File: src/rtl/main_ram_ctrl.sv
// Clocked initiator for the asynchronous main RAM.
// Turns valid/ready requests into sequenced _cs/_oe/_w strobe cycles.
module main_ram_ctrl #(
  parameter int ADDR_W   = 20,
  parameter int DATA_W   = 8,
  parameter int WR_PULSE = 2,
  parameter int RD_WAIT  = 2
) (
  input  logic              clk,
  input  logic              reset,
  input  logic              req_valid,
  output logic              req_ready,
  input  logic              req_write,
  input  logic [ADDR_W-1:0] req_addr,
  input  logic [DATA_W-1:0] req_wdata,
  output logic              rd_valid,
  output logic [DATA_W-1:0] rd_data,
  output logic              wr_done,
  output logic              _ram_cs,
  output logic              _ram_oe,
  output logic              _ram_w,
  output logic [ADDR_W-1:0] ram_addr,
  output logic [DATA_W-1:0] ram_wdata,
  input  logic [DATA_W-1:0] ram_rdata
);

  typedef enum logic [2:0] {
    IDLE,
    WSET,
    WPUL,
    WHLD,
    RACC,
    RDONE
  } state_t;

  localparam logic [7:0] WP_LD = 8'(WR_PULSE - 1);
  localparam logic [7:0] RW_LD = 8'(RD_WAIT - 1);

  state_t            state, state_n;
  logic [7:0]        cnt, cnt_n;
  logic [ADDR_W-1:0] addr_n;
  logic [DATA_W-1:0] wdata_n;
  logic [DATA_W-1:0] rdata_n;
  logic              cs_n, oe_n, w_n;
  logic              rdv_n, wd_n, rdy_n;

  // Outputs are registered copies of what the next state requires.
  always_comb begin
    state_n = state;
    cnt_n   = cnt;
    addr_n  = ram_addr;
    wdata_n = ram_wdata;
    rdata_n = rd_data;
    cs_n    = 1'b1;
    oe_n    = 1'b1;
    w_n     = 1'b1;
    rdv_n   = 1'b0;
    wd_n    = 1'b0;
    rdy_n   = 1'b0;
    unique case (state)
      IDLE: begin
        rdy_n = 1'b1;
        if (req_valid) begin
          addr_n = req_addr;
          rdy_n  = 1'b0;
          cs_n   = 1'b0;
          if (req_write) begin
            wdata_n = req_wdata;
            state_n = WSET;
          end else begin
            oe_n    = 1'b0;
            cnt_n   = RW_LD;
            state_n = RACC;
          end
        end
      end
      WSET: begin
        cs_n    = 1'b0;
        w_n     = 1'b0;
        cnt_n   = WP_LD;
        state_n = WPUL;
      end
      WPUL: begin
        cs_n = 1'b0;
        if (cnt == 8'd0) begin
          wd_n    = 1'b1;
          state_n = WHLD;
        end else begin
          w_n   = 1'b0;
          cnt_n = cnt - 8'd1;
        end
      end
      WHLD: begin
        rdy_n   = 1'b1;
        state_n = IDLE;
      end
      RACC: begin
        if (cnt == 8'd0) begin
          rdata_n = ram_rdata;
          rdv_n   = 1'b1;
          state_n = RDONE;
        end else begin
          cs_n  = 1'b0;
          oe_n  = 1'b0;
          cnt_n = cnt - 8'd1;
        end
      end
      RDONE: begin
        rdy_n   = 1'b1;
        state_n = IDLE;
      end
      default: begin
        rdy_n   = 1'b1;
        state_n = IDLE;
      end
    endcase
  end

  always_ff @(posedge clk) begin
    if (reset) begin
      state     <= IDLE;
      cnt       <= 8'd0;
      ram_addr  <= '0;
      ram_wdata <= '0;
      rd_data   <= '0;
      _ram_cs   <= 1'b1;
      _ram_oe   <= 1'b1;
      _ram_w    <= 1'b1;
      rd_valid  <= 1'b0;
      wr_done   <= 1'b0;
      req_ready <= 1'b1;
    end else begin
      state     <= state_n;
      cnt       <= cnt_n;
      ram_addr  <= addr_n;
      ram_wdata <= wdata_n;
      rd_data   <= rdata_n;
      _ram_cs   <= cs_n;
      _ram_oe   <= oe_n;
      _ram_w    <= w_n;
      rd_valid  <= rdv_n;
      wr_done   <= wd_n;
      req_ready <= rdy_n;
    end
  end

endmodule

File: config.mk
export PLATFORM = sky130hd
export DESIGN_NAME = main_ram_ctrl
export DESIGN_NICKNAME = d
export VERILOG_FILES = /design/src/rtl/main_ram_ctrl.sv
export SDC_FILE = /design/constraint.sdc
export NUM_CORES = 1
export LEC_CHECK = 0
export ABC_AREA = 0
export BUFFER_PORTS_ARGS = -buffer_cell sky130_fd_sc_hd__buf_2
export CORE_ASPECT_RATIO = 0.8
export CORE_MARGIN = 10
export CORE_UTILIZATION = 46
export CTS_CLUSTER_SIZE = 30
export DETAILED_ROUTE_END_ITERATION = 12
export PLACE_DENSITY_LB_ADDON = 0.05
export SLEW_MARGIN = 20
export SYNTH_ARGS = -nofsm -noshare
export SYNTH_HDL_FRONTEND = slang
export SYNTH_SLANG_ARGS = --single-unit
File: constraint.sdc
create_clock -name clk -period 2.04 [get_ports clk]
set_input_delay 0.408 -clock clk [delete_from_list [all_inputs] [get_ports clk]]
set_output_delay 0.408 -clock clk [all_outputs]
set_load 0.005 [all_outputs]
# Word-level counts from Yosys, hierarchy flattened
# Index checks and enable logic that the tools add are counted.
op_classes:
  shift: 0
  add_sub_neg: 1
  n_lt_le_gt_ge: 0
  bitwise_logic: 2
  n_mux: 17
  div_mod_pow: 0
  n_eq_ne: 8
  reduce_logical: 13
  multipliers: 0
ops:
  columns: ["cell", "n"]
  rows:
  - ["$mux W8", 3]
  - ["$pmux W8 S3", 1]
  - ["$mux W3", 4]
  - ["$pmux W3 S4", 1]
  - ["$ne A2 B2 Y1 const B", 5]
  - ["$logic_not A8 Y1", 1]
  - ["$reduce_or A2 Y1", 4]
  - ["$sub A8 B1 Y8 const B", 1]
  - ["$pmux W1 S2", 3]
  - ["$reduce_and A3 Y1", 2]
  - ["$mux W1", 4]
  - ["$reduce_and A2 Y1", 2]
  - ["$reduce_and A4 Y1", 1]
  - ["$eq A3 B1 Y1 const B", 1]
  - ["$eq A3 B2 Y1 const B", 1]
  - ["$eq A3 B3 Y1 const B", 1]
  - ["$logic_not A3 Y1", 1]
  - ["$pmux W1 S3", 1]
  - ["$reduce_bool A3 Y1", 1]
  - ["$reduce_or A3 Y1", 1]
  - ["$not A1 Y1", 2]
totals:
  elab_cells: 52
  in_bits: 40
  memories: 0
  latch_bits: 0
  ramBits: 0
  ff_bits: 53
  out_inout_bits: 42
  romBits: 0

# Depth between registers and ports, before layout
# Gate-level depths: netlist of run 1.
logic_depth:
  word_depth: 4
  ltp_mapped: 7
  mapped_depth_nobuf: 6

# Worst setup path before layout of run 1
# OpenSTA, ideal clock, no wires.
synth_timing:
  path_type: "register to register"
  from: "register state[0]"
  to: "register cnt[3]"
  path_buffers: 1
  arrival_ns: 1.572
  period_less_slack_ns: 1.632
  setup_time_ns: 0.059
  slack_ns: 0.408
  path_stages_with_launch: 7
  required_ns: 1.981
  cell_sequence: "dfxtp_1 > buf_6 > maj3_2 > a21oi_4 > o21ai_4 > or4_1 > nand2_1"
synth_via:
  elab_chain_len: 4
  word_cells_on_any_way: 11
  cone_classes: "6 x eq/ne; 1 x mux; 4 x reduce/logical"
synth_rtl:
  columns: ["element", "line_no", "text"]
  rows:
  - ["from (decl)", "39", "state_t state, state_n;"]
  - ["from (signal assigned)", "133", "state <= state_n;"]
  - ["$eq A3 B3 Y1 / $eq A3 B2 Y1 (equally long branches)", "60", "unique case (state)"]
  - ["$reduce_or A2 Y1 (no source line)", null, null]
  - ["$ne A2 B2 Y1 (no source line) / $reduce_bool A3 Y1 (equally long branches)", null, null]
  - ["$reduce_and A4 Y1 (no source line)", null, null]
  - ["to (signal assigned)", "134", "cnt <= cnt_n;"]
  - ["to (decl)", "40", "logic [7:0] cnt, cnt_n;"]
# Several ways; a longest one is shown, not always the timed one.
# A chain may end at the register's enable or synchronous reset.

# Worst setup path in the final report of run 1
layout_timing:
  from: "register state[2]"
  to: "register cnt[7]"
# Same word-level chain as after synthesis.

==> results of run 1 <==
critical path, cell delays in order (launching register included):
cell and delay [ns]:
dfxtp_1 0.57, nor3_2 0.14, a32oi_2 0.31, o21ai_4 0.13
or4_1 0.43, a21oi_1 0.16
area by class of cell:
| cell class | count | area (µm²) |
|---|---|---|
| fillers | 420 | 1690 |
| clock buffers | 5 | 68.8 |
| inverters | 4 | 15.0 |
| repair buffers | 87 | 450 |
| clock inverters | 1 | 5.00 |
| well taps | 57 | 71.3 |
| flip-flops and latches | 53 | 1060 |
| multi-input cells | 166 | 898 |
synthesized netlist by cell type:
library cell | number | area [µm²]
a21oi_1 | 35 | 175
a21oi_4 | 1 | 16.3
a32oi_2 | 1 | 16.3
and2_1 | 2 | 12.5
and3_1 | 1 | 6.26
buf_1 | 1 | 3.75
buf_2 | 4 | 20.0
buf_6 | 3 | 33.8
clkbuf_1 | 7 | 26.3
dfxtp_1 | 53 | 1060
ha_1 | 2 | 25.0
inv_1 | 4 | 15.0
maj3_2 | 1 | 11.3
mux2i_1 | 8 | 80.1
nand2_1 | 57 | 214
nand2b_1 | 1 | 6.26
nand3_1 | 10 | 50.1
nand3b_1 | 1 | 7.51
nor2_1 | 17 | 63.8
nor2b_1 | 1 | 6.26
nor3_1 | 4 | 20.0
nor3_2 | 1 | 10.0
nor4_1 | 1 | 6.26
nor4b_1 | 1 | 8.76
o211a_1 | 1 | 10.0
o211ai_1 | 3 | 22.5
o21ai_0 | 5 | 25.0
o21ai_4 | 1 | 16.3
o31ai_1 | 1 | 7.51
o31ai_2 | 1 | 12.5
or3_1 | 3 | 18.8
or4_1 | 2 | 15.0
xnor2_1 | 1 | 8.76
xor2_1 | 3 | 26.3
per-layer routing:
layer,track usage,vias up
li1,-,954
met1,0.152,797
met2,0.215,53
met3,0.0677,2
met4,0.0299,0
met5,0,-
layout by cell type (no fill, tap or decap), drive strengths merged, types with 2 or more instances in the layout:
cell type,synthesis,final
a21oi,36,36
and2,2,2
buf,8,87
clkbuf,7,5
dfxtp,53,53
ha,2,2
inv,4,4
mux2i,8,8
nand2,57,57
nand3,10,10
nor2,17,17
nor3,5,5
o211ai,3,3
o21ai,6,6
o31ai,2,2
or3,3,3
or4,2,2
xor2,3,3
state kept, by name (all words and copies together) (netlist names):
name	flops
_ram_oe	1
rd_valid	1
cnt	8
ram_addr	20
_ram_cs	1
state	3
ram_wdata	8
rd_data	8
_ram_w	1
req_ready	1
wr_done	1
report_power, final:
group	leakage (nW)	total, W	internal, W	switching (W)
clock network	0.0399	0.000527	0.000226	0.000300
logic	0.760	0.00131	0.000572	0.000736
registers	0.434	0.00142	0.00126	0.000161
cells by family (layout without fill, tap and decap cells):
| group | after synthesis | after routing | share of synthesized area |
|---|---|---|---|
| DFF | 53 | 53 | 0.516 |
| AOI/OAI and AO/OA | 49 | 49 | 0.147 |
| buffers and inverters | 19 | 97 | 0.0480 |
| xor gates and xnor gates | 4 | 4 | 0.0170 |
| and+or+nand+nor | 102 | 102 | 0.216 |
| adders and majority gates | 3 | 3 | 0.0176 |
| muxes | 8 | 8 | 0.0389 |
how the worst max path moves through the flow:
stage          cells past startpoint                  end                   from  slack (ns)
2_1_floorplan                      6  cnt[3]$_SDFFE_PP0P_  state[0]$_SDFFE_PP0P_        0.41
3_3_place_gp                       5  cnt[3]$_SDFFE_PP0P_              req_write        0.27
3_5_place_dp                       5  cnt[7]$_SDFFE_PP0P_              req_write        0.23
4_1_cts                            5  cnt[7]$_SDFFE_PP0P_  state[2]$_SDFFE_PP0P_        0.22
5_1_grt                            5  cnt[3]$_SDFFE_PP0P_  state[2]$_SDFFE_PP0P_        0.07
6_report                           5  cnt[7]$_SDFFE_PP0P_  state[2]$_SDFFE_PP0P_        0.22
per-stage QoR:
| step | cells | hold WS, ns |
|---|---|---|
| 6_report | 373 | 0.342 |
| 5_1_grt | 373 | 0.329 |
| 4_1_cts | 373 | 0.336 |
| 3_5_place_dp | 367 | 0.444 |
| 3_3_place_gp | 367 | 0.439 |
| 2_1_floorplan | 238 | 0.453 |
==> impl_metrics.yaml, run 1 <==
placed_design:
  dp_hpwl_mm: 3.75
  port-buffer-count: 81
  placed_area_mm2: 0.00250
  gp_congestion: 0.827
  dp_worst_setup_slack_ns: 0.229
drt:
  drc: 0
  wl_met2_mm: 2.17
  dr.pass1.iters: 4
  postRouteAntennaNets: 0
  via_per_inst: 4.84
  drt_wl_total_mm: 4.95
  drt_iter0_drc: 65
  met1_length_mm: 2.29
  wl_met3_um: 471
  highest_layer: "met4"
  via_count: 1806
  wl_per_cell_um: 13.3
finish:
  final_util: 0.604
  synthToLayoutAreaGrowth_pct: 24.9
  nets: 359
  num_antenna_cells: 0
  final_area_mm2: 0.00257
  drive_above_1_share: 0.313
sta:
  rsz0062_at_grt: "false"
  setup_violations: 0
  maxSlewViolCount: 0
  finalCritPeriodShare: 0.892
  clock_skew_ns: 0.00458
  setup_slack_ns: 0.220
  hold_violations: 0
  worst_pin_slew_ns: 0.504
  fin_setup_tns_ns: 0
  layout_min_cycle_time_ns: 1.82
  slew_headroom: 0.661
  max_freq_ghz: 0.550
clock_tree:
  ctsResizeCount: 0
  path_clk_slew_ns: 0.08
  cts_root_buf: "clkbuf_8"
  post_cts_buffers: 0
  clockBufferDepth: 2
  clk-insertion-delay-late_ns: 0.29
  cts-buffers-inserted: 5
  hold_buffers: 0
  cts.sinks: 53
  htreeDepth: 2
  cts_tree: "done"
flow_run:
  drv_cap: 0
die:
  ios: 82
  start_util: 0.484
  die_w_um: 94.8
  coreArea_mm2: 0.00426
  die_area_mm2: 0.00757
  placement_rows: 21
  dieHeight_um: 79.8
synthesis:
  synth.distinct_cells: 34
  synthCells: 238
  syn-num-nets: 280
  ys_ff_latch: 53
  avgSynthCellArea_um2: 8.65
  yosys_warnings: 0
  yosysSeqAreaShare: 0.516
  syn_area_mm2: 0.00206
min_path:
  hold_end: "rd_data[0]$_SDFFE_PP0P_"
  hold_class: "input port to flip-flop"
  min_from: "ram_rdata[0]"
  hold_path_depth: 3
setup_path:
  critPathKind: "flip-flop to flip-flop"
  crit_path_end_kind: "flip-flop"
  r2r_slack_ns: 0.22
  cp.required_ns: 2.26
  critPathMaxFanout: 11
  rr_endpoint: "cnt[7]$_SDFFE_PP0P_"
  rr_startpoint: "state[2]$_SDFFE_PP0P_"
  r2r_cells: 5
  arrival_ns: 2.04
  setup.worst_path.start_class: "flip-flop"
global_routing:
  grt_pass1_vias: 1804
  grt_util_all_layers: 0.132
  grt_overflow: 0
  grt_max_degree: 42
  antenna_found_initial: 0
  grt_pass1_wl_mm: 8.24
status:
  status: "finished clean"
power:
  vdd_drop_max_v: 0.000544
  leakage_nw: 1.23
  finalPower_w: 0.00325
  powerDensity_mw_per_mm2: 1260
Note: power is estimated with default switching activity, not from simulation.
==> run 2: changes to the inputs <==
- PLACE_DENSITY: unset -> 0.85
- PLACE_DENSITY_LB_ADDON: 0.05 -> unset
==> impl_metrics.yaml, run 2 (same netlist as run 1, synthesis figures left out) <==
finish:
  regMostFlops: "ram_addr"
  largest_reg_flops: 20
  fillers: 408
  fin_cells: 374
  drive_above_1_share: 0.315
  nets: 359
  seqCellArea_mm2: 0.00106
  multi_input_area_um2: 898
  final_cell_mix: "buf_2, nand2_1, dfxtp_1, a21oi_1, nor2_1"
  final_util: 0.608
  final_common_cell: "buf_2"
  num_antenna_cells: 0
  synthToLayoutAreaGrowth_pct: 25.7
power:
  seqPwrFrac: 0.428
  switching_share: 0.370
  power.switching_w: 0.00123
  vdd_drop_max_v: 0.000605
  p_comb_frac: 0.397
  leakage_nw: 1.24
  p_int_w: 0.00209
  powerDensity_mw_per_mm2: 1280
  clock_power_share: 0.175
drt:
  drc: 0
  dr.pass1.iters: 4
  drt_wl_total_mm: 5.08
  wl_per_cell_um: 13.6
  via_count: 1869
  drt_iter0_drc: 82
  via_per_inst: 5.00
  postRouteAntennaNets: 0
clock_tree:
  cts_tree: "done"
  path_clk_slew_ns: 0.09
  ctsResizeCount: 0
  cts_root_buf: "clkbuf_8"
  cts.sinks: 53
  post_cts_buffers: 0
  clockBufferDepth: 2
  cts-buffers-inserted: 5
  htreeDepth: 2
  clk-insertion-delay-late_ns: 0.30
  hold_buffers: 0
setup_path:
  cp.required_ns: 2.26
  crit_path_end_kind: "flip-flop"
  setup.worst_path.start_class: "flip-flop"
  critPathMaxFanout: 11
  arrival_ns: 2.09
  critPathKind: "flip-flop to flip-flop"
die:
  dieHeight_um: 79.8
  coreArea_mm2: 0.00426
  die_area_mm2: 0.00757
  placement_rows: 21
  die_w_um: 94.8
  start_util: 0.484
  ios: 82
placed_design:
  gp_congestion: 0.873
  port-buffer-count: 81
  dp_hpwl_mm: 3.86
  placed_cells: 367
sta:
  rsz0062_at_grt: "false"
  worst_pin_slew_ns: 0.520
  clock_skew_ns: 0.00538
  finalCritPeriodShare: 0.915
  fin_setup_tns_ns: 0
  layout_min_cycle_time_ns: 1.87
  setup_violations: 0
  slew_headroom: 0.650
  hold_violations: 0
  maxSlewViolCount: 0
  max_freq_ghz: 0.536
global_routing:
  grt_max_degree: 42
  grt_util_all_layers: 0.138
  grt_pass1_vias: 1854
  grt_overflow: 0
  antenna_found_initial: 0
  grt_pass1_wl_mm: 8.55
min_path:
  hold_class: "input port to flip-flop"
flow_run:
  drv_cap: 0
status:
  status: "finished clean"
-- run 2: worst max-delay path: stages (launching register included) --
cell and delay, ns:
dfxtp_1 0.59, nor3_2 0.15, a32oi_2 0.33, o21ai_4 0.13
or4_1 0.44, a21oi_1 0.16
-- run 2: area by class of cell --
cell class              count  share of cell area
clock buffers               6              0.0319
well taps                  57              0.0276
flip-flops and latches     53               0.410
repair buffers             87               0.174
multi-input cells         166               0.347
inverters                   4             0.00581
clock inverters             1             0.00290
-- run 2: final timing paths --
path / from / end / slack, ns / depth (start not counted)
worst min-delay path: req_addr[1] / ram_addr[1]$_SDFFE_PP0P_ / 0.34 / 3
worst max-delay path: state[2]$_SDFFE_PP0P_ / cnt[7]$_SDFFE_PP0P_ / 0.17 / 5
worst min register to register: ram_addr[4]$_SDFFE_PP0P_ / ram_addr[4]$_SDFFE_PP0P_ / 0.45 / 2
worst max register to register: state[2]$_SDFFE_PP0P_ / cnt[7]$_SDFFE_PP0P_ / 0.17 / 5
-- run 2: layer usage --
metal,global-route usage,part of all wire
met2,0.226,0.49
met5,0,0
met1,0.157,0.40
met3,0.0508,0.085
met4,0.0597,0.022
-- run 2: power by group through the flow --
stage                     Combinational [W]  Clock, W  Sequential [W]
after floorplan                    0.000975         0         0.00140
after global placement              0.00129         0         0.00143
after detailed placement            0.00132         0         0.00144
after CTS                           0.00133  0.000601         0.00142
after global routing                0.00151  0.000649         0.00145
final                               0.00132  0.000580         0.00142
-- run 2: through the flow --
| step | hold slack [ns] | power (W) | worst slack [ns] | instance area [µm²] |
|---|---|---|---|---|
| 2_1_floorplan | 0.453 | 0.00238 | 0.408 | 2060 |
| 3_3_place_gp | 0.438 | 0.00271 | 0.271 | 2500 |
| 3_5_place_dp | 0.443 | 0.00276 | 0.251 | 2500 |
| 4_1_cts | 0.329 | 0.00335 | 0.190 | 2590 |
| 5_1_grt | 0.326 | 0.00361 | 0.0466 | 2590 |
| 6_report | 0.337 | 0.00332 | 0.174 | 2590 |
